**config.mk**
```make
export PLATFORM = sky130hd
export DESIGN_NAME = huff_sym_counter
export DESIGN_NICKNAME = d
export VERILOG_FILES = /design/src/rtl/huff_sym_counter.sv
export SDC_FILE = /design/constraint.sdc
export NUM_CORES = 1
export LEC_CHECK = 0
export CAP_MARGIN = 20
export CORE_MARGIN = 2
export CORE_UTILIZATION = 30
export DETAILED_ROUTE_END_ITERATION = 8
export GPL_TIMING_DRIVEN = 1
export MAX_ROUTING_LAYER = met4
export PLACE_DENSITY = 0.65
export SYNTH_ARGS = -nofsm -noshare
export SYNTH_HDL_FRONTEND = slang
export SYNTH_SLANG_ARGS = --single-unit
```
**constraint.sdc**
```tcl
create_clock -name clk -period 1.75 [get_ports clk]
set_input_delay 0.35 -clock clk [delete_from_list [all_inputs] [get_ports clk]]
set_output_delay 0.35 -clock clk [all_outputs]
set_load 0.02 [all_outputs]
```
**src/rtl/huff_sym_counter.sv**
```systemverilog
// Per-symbol histogram front-end for the Huffman code builder.
// Optional sticky out-of-range flag on sym_err when HUFF_SYM_ERR_EN is defined.
module huff_sym_counter #(
  parameter int NUM_SAMPLES = 100,
  parameter int SYM_W       = 8
) (
  input  logic             clk,
  input  logic             reset,
  input  logic             gray_valid,
  input  logic [SYM_W-1:0] gray_data,
  output logic             busy,
  output logic             CNT_valid,
  output logic [7:0]       CNT1,
  output logic [7:0]       CNT2,
  output logic [7:0]       CNT3,
  output logic [7:0]       CNT4,
  output logic [7:0]       CNT5,
  output logic [7:0]       CNT6
`ifdef HUFF_SYM_ERR_EN
  ,
  output logic             sym_err
`endif
);

  typedef enum logic [1:0] {
    IDLE = 2'd0,
    ACC  = 2'd1,
    DONE = 2'd2
  } state_t;

  localparam logic [7:0] LAST_IDX = 8'(NUM_SAMPLES - 1);

  state_t     state_q, state_d;
  logic [7:0] sample_q, sample_d;
  logic [7:0] cnt_q [6];
  logic [7:0] cnt_d [6];
  logic       in_range;

`ifdef HUFF_SYM_ERR_EN
  logic err_q, err_d;
`endif

  assign in_range = (gray_data >= SYM_W'(1)) && (gray_data <= SYM_W'(6));

  // NOTE: every variable gets a default at the top so no path leaves it unassigned (no latches).
  always_comb begin
    state_d  = state_q;
    sample_d = sample_q;
    cnt_d    = cnt_q;
`ifdef HUFF_SYM_ERR_EN
    err_d    = err_q;
`endif
    unique case (state_q)
      IDLE: begin
        if (gray_valid) begin
          // First sample restarts the histogram: clear and seed in one step.
          for (int i = 0; i < 6; i++) begin
            cnt_d[i] = (gray_data == SYM_W'(i + 1)) ? 8'd1 : 8'd0;
          end
          sample_d = 8'd1;
`ifdef HUFF_SYM_ERR_EN
          err_d    = !in_range;
`endif
          state_d  = (NUM_SAMPLES == 1) ? DONE : ACC;
        end
      end
      ACC: begin
        if (gray_valid) begin
          for (int i = 0; i < 6; i++) begin
            if (gray_data == SYM_W'(i + 1)) cnt_d[i] = cnt_q[i] + 8'd1;
          end
          sample_d = sample_q + 8'd1;
`ifdef HUFF_SYM_ERR_EN
          err_d    = err_q | !in_range;
`endif
          if (sample_q == LAST_IDX) state_d = DONE;
        end
      end
      DONE:    state_d = IDLE;
      default: state_d = IDLE;
    endcase
  end

  // NOTE: sequential state uses non-blocking assignments so all registers update together.
  always_ff @(posedge clk) begin
    if (reset) begin
      state_q  <= IDLE;
      sample_q <= '0;
      for (int i = 0; i < 6; i++) cnt_q[i] <= '0;
`ifdef HUFF_SYM_ERR_EN
      err_q    <= 1'b0;
`endif
    end else begin
      state_q  <= state_d;
      sample_q <= sample_d;
      cnt_q    <= cnt_d;
`ifdef HUFF_SYM_ERR_EN
      err_q    <= err_d;
`endif
    end
  end

  assign busy      = (state_q == ACC);
  assign CNT_valid = (state_q == DONE);
  assign CNT1      = cnt_q[0];
  assign CNT2      = cnt_q[1];
  assign CNT3      = cnt_q[2];
  assign CNT4      = cnt_q[3];
  assign CNT5      = cnt_q[4];
  assign CNT6      = cnt_q[5];
`ifdef HUFF_SYM_ERR_EN
  assign sym_err   = err_q;
`endif

endmodule

```
==> qor.yml <==
run_status:
  run_status: "finished, final reports clean"
logic_synthesis:
  post_synth_instance_area_um2: 3080
  postSynthNetCount: 400
  syn_area_per_cell_um2: 8.07
  synth_largest_area_cell: "sky130_fd_sc_hd__dfxtp_1"
  netlist_top_cells_count: "sky130_fd_sc_hd__dfxtp_1, sky130_fd_sc_hd__nand2_1, sky130_fd_sc_hd__a21oi_1, sky130_fd_sc_hd__a31oi_1, sky130_fd_sc_hd__nor2_1"
  synth.distinct_cells: 53
  cells_after_synthesis: 382
  synthMostInstantiatedCell: "sky130_fd_sc_hd__dfxtp_1"
  synth.top_cells.by_area: "sky130_fd_sc_hd__dfxtp_1, sky130_fd_sc_hd__a21oi_1, sky130_fd_sc_hd__nand2_1"
  synth_sequential_area_ratio_pct: 37.7
  ys_warn_count: 0
  synth_top_flop_cell: "sky130_fd_sc_hd__dfxtp_1"
  post-synth-top-area-fraction_pct: 37.7
  synth-async-reset-ratio_pct: 0
  yosys_register_bits: 58
  synth-edff-count: 0
timing:
  maxSlewViolCount: 0
  timing.hold.ws_ns: 0.484
  relSlewSlack_pct: 72.7
  setup-violations-final: 0
  period_share_pct: 99.2
  max_freq_ghz: 0.576
  hold_viol: 0
  timing.final.crit_period_ns: 1.74
  clock-skew-final_ns: 0.00471
  finalSetupTns_ns: 0
  worst-slew-pin-transition_ns: 0.406
  setup_repair_after_global_routing_missed_its_margin: "yes"
cts:
  insertion_delay_ns: 0.34
  holdBufCountCts: 0
  cts.sink_count: 58
  clock_tree_root: "sky130_fd_sc_hd__clkbuf_8"
  clock_transition_at_the_registers_of_the_reported_paths_ns: 0.06
  ctsHtreeMaxLevel: 3
  cts_tree: "done"
  cts_inserted_buffers: 9
  buffers_from_clock_root_to_sink_at_most: 2
job:
  cap_viol_max_count: 0
detailed_routing:
  drt_first_pass_iters: 5
  count_of_vias_placed_by_the_detailed_router: 3417
  detailedRoute.firstIterationViolations: 128
  detail-route-antenna-nets: 0
  detail_route.wl_per_cell_um: 14.5
  route.final.wire_length_um: 9350
  post_route_drc: 0
  viasPerCell: 5.31
grt:
  grt_pass1_wl_um: 15300
  overflow: 0
  grt_util_all_layers_pct: 17.3
  first_global_vias: 3175
  grt_start_max_net_pins: 17
  antenna_found_initial: 0
die:
  die_y_um: 105
  core_um2: 10100
  start_util_pct: 30.4
  die-area_um2: 11100
  ioPinCount: 61
  row_count: 37
  die_x_um: 105
finish:
  area.growth.synth_to_final_pct: 49.1
  post-route-util_pct: 45.3
  n_fill_cell: 997
  finalNetCount: 521
  insertedDiodeCount: 0
  postLayoutCellArea_um2: 4600
  drive_gt1_share_pct: 22.1
setup_path:
  crit_path_start_kind: "flop"
  crit_path_end_kind: "flop"
  cp_data_required_time_ns: 1.98
  critical_path_peak_fanout: 2
  path_type_of_the_worst_setup_path: "flop to flop"
  worst_ep_arrival_time_ns: 1.97
power_and_ir_drop:
  post-layout-total-power_w: 0.00278
  ir_worst_vdd_mv: 0.393
  power.density_nw_per_um2: 605
  power.static_leakage_nw: 2.09
place:
  place.gp.congestion: 0.857
  dpl-instance-area_um2: 4350
  place.detailed.hpwl_um: 6850
  port_buffers: 60
min_path:
  worstHoldPathType: "flop to flop"
## final timing paths
| check | end | slack, ns | depth (start not counted) | startpoint |
|---|---|---|---|---|
| max | state_q[0] | 0.01 | 5 | sample_q[1] |
| max reg2reg | state_q[0] | 0.01 | 5 | sample_q[1] |
| min | CNT2[7] | 0.48 | 1 | CNT2[7] |
| min reg2reg | CNT2[7] | 0.48 | 1 | CNT2[7] |
## sequential cells by signal, indices dropped and copies added, names as in the netlist
register / cells
CNT2: 8
CNT6: 8
CNT1: 8
state_q: 2
sample_q: 8
CNT3: 8
CNT4: 8
CNT5: 8
## cell families (layout without fill, tap and decap cells)
kind of cell               after synthesis  count (layout)  share of synthesized area [%]
buffers and inverters                   29             154                           3.57
and+or+nand+nor                        159             159                           28.6
xor gates and xnor gates                 6               6                           1.70
adders and majority gates                7               7                           2.84
DFF                                     58              58                           37.7
muxes                                    3               3                          0.974
AOI/OAI and AO/OA                      120             120                           24.7
## layout make-up
cell class | instances | area [um2] | share of cell area (%)
timing repair buffer | 128 | 1160 | 25.2
clock buffer | 11 | 131 | 2.86
inverter | 11 | 41.3 | 0.898
multi-input combinational | 295 | 1910 | 41.5
tap | 136 | 170 | 3.70
clock inverter | 4 | 20.0 | 0.436
sequential | 58 | 1170 | 25.4
## routing by layer
layer	vias up	routed length, um	share of wire [%]	GRT usage [%]
li1	1693	-	-	-
met1	1632	4410	47	22.3
met2	80	4390	47	27.3
met3	12	437	4.7	4.02
met4	0	114	1.2	4.48
met5	-	0	0	-
## layout by cell type (no fill, tap or decap), types with 5 or more instances in the layout
cell                              instances
sky130_fd_sc_hd__dlymetal6s2s_1          21
sky130_fd_sc_hd__dlygate4sd2_1           23
sky130_fd_sc_hd__dfxtp_1                 54
sky130_fd_sc_hd__nand4_1                 15
sky130_fd_sc_hd__clkbuf_8                 9
sky130_fd_sc_hd__a41oi_1                  7
sky130_fd_sc_hd__nor2b_1                  5
sky130_fd_sc_hd__nor2_1                  18
sky130_fd_sc_hd__nor3_1                   6
sky130_fd_sc_hd__a21o_1                   6
sky130_fd_sc_hd__clkdlybuf4s50_1         16
sky130_fd_sc_hd__o211ai_1                 7
sky130_fd_sc_hd__a21oi_1                 36
sky130_fd_sc_hd__a31oi_1                 20
sky130_fd_sc_hd__a31o_2                   5
sky130_fd_sc_hd__inv_1                   11
sky130_fd_sc_hd__nand2_1                 44
sky130_fd_sc_hd__buf_4                   64
sky130_fd_sc_hd__ha_1                     6
sky130_fd_sc_hd__o21ai_0                 16
sky130_fd_sc_hd__nand3_1                 19
sky130_fd_sc_hd__and3_1                   8
## where the power goes
group,total (W),switching [W],leakage (nW),internal (W)
registers,0.00136,0.0000197,0.470,0.00134
clock network,0.00102,0.000519,0.0827,0.000496
logic,0.000409,0.000222,1.54,0.000187
## worst max-delay path, cell delays in order (launching register included)
cell and delay [ns]:
sky130_fd_sc_hd__dfxtp_2 0.35, sky130_fd_sc_hd__ha_4 0.13, sky130_fd_sc_hd__or4b_4 0.44, sky130_fd_sc_hd__or4_4 0.51, sky130_fd_sc_hd__a21oi_2 0.15, sky130_fd_sc_hd__nor2_1 0.04
## metrics by stage
step | worst slack [ns] | std cells
6_report | 0.0137 | 643
5_1_grt | -0.0547 | 643
4_1_cts | 0.0000765 | 642
3_5_place_dp | -0.502 | 627
3_3_place_gp | -0.456 | 627
2_1_floorplan | -0.0369 | 382
## repair_timing
| item | in CTS | in global routing |
|---|---|---|
| endpoints found under the setup margin | 42 | 55 |
| buffers inserted | 0 | 1 |
| cloned | 0 | 0 |
| resized for setup | 29 | 31 |
| pin swaps | 5 | 4 |
No activity file was read; power rests on OpenSTA's default activity.
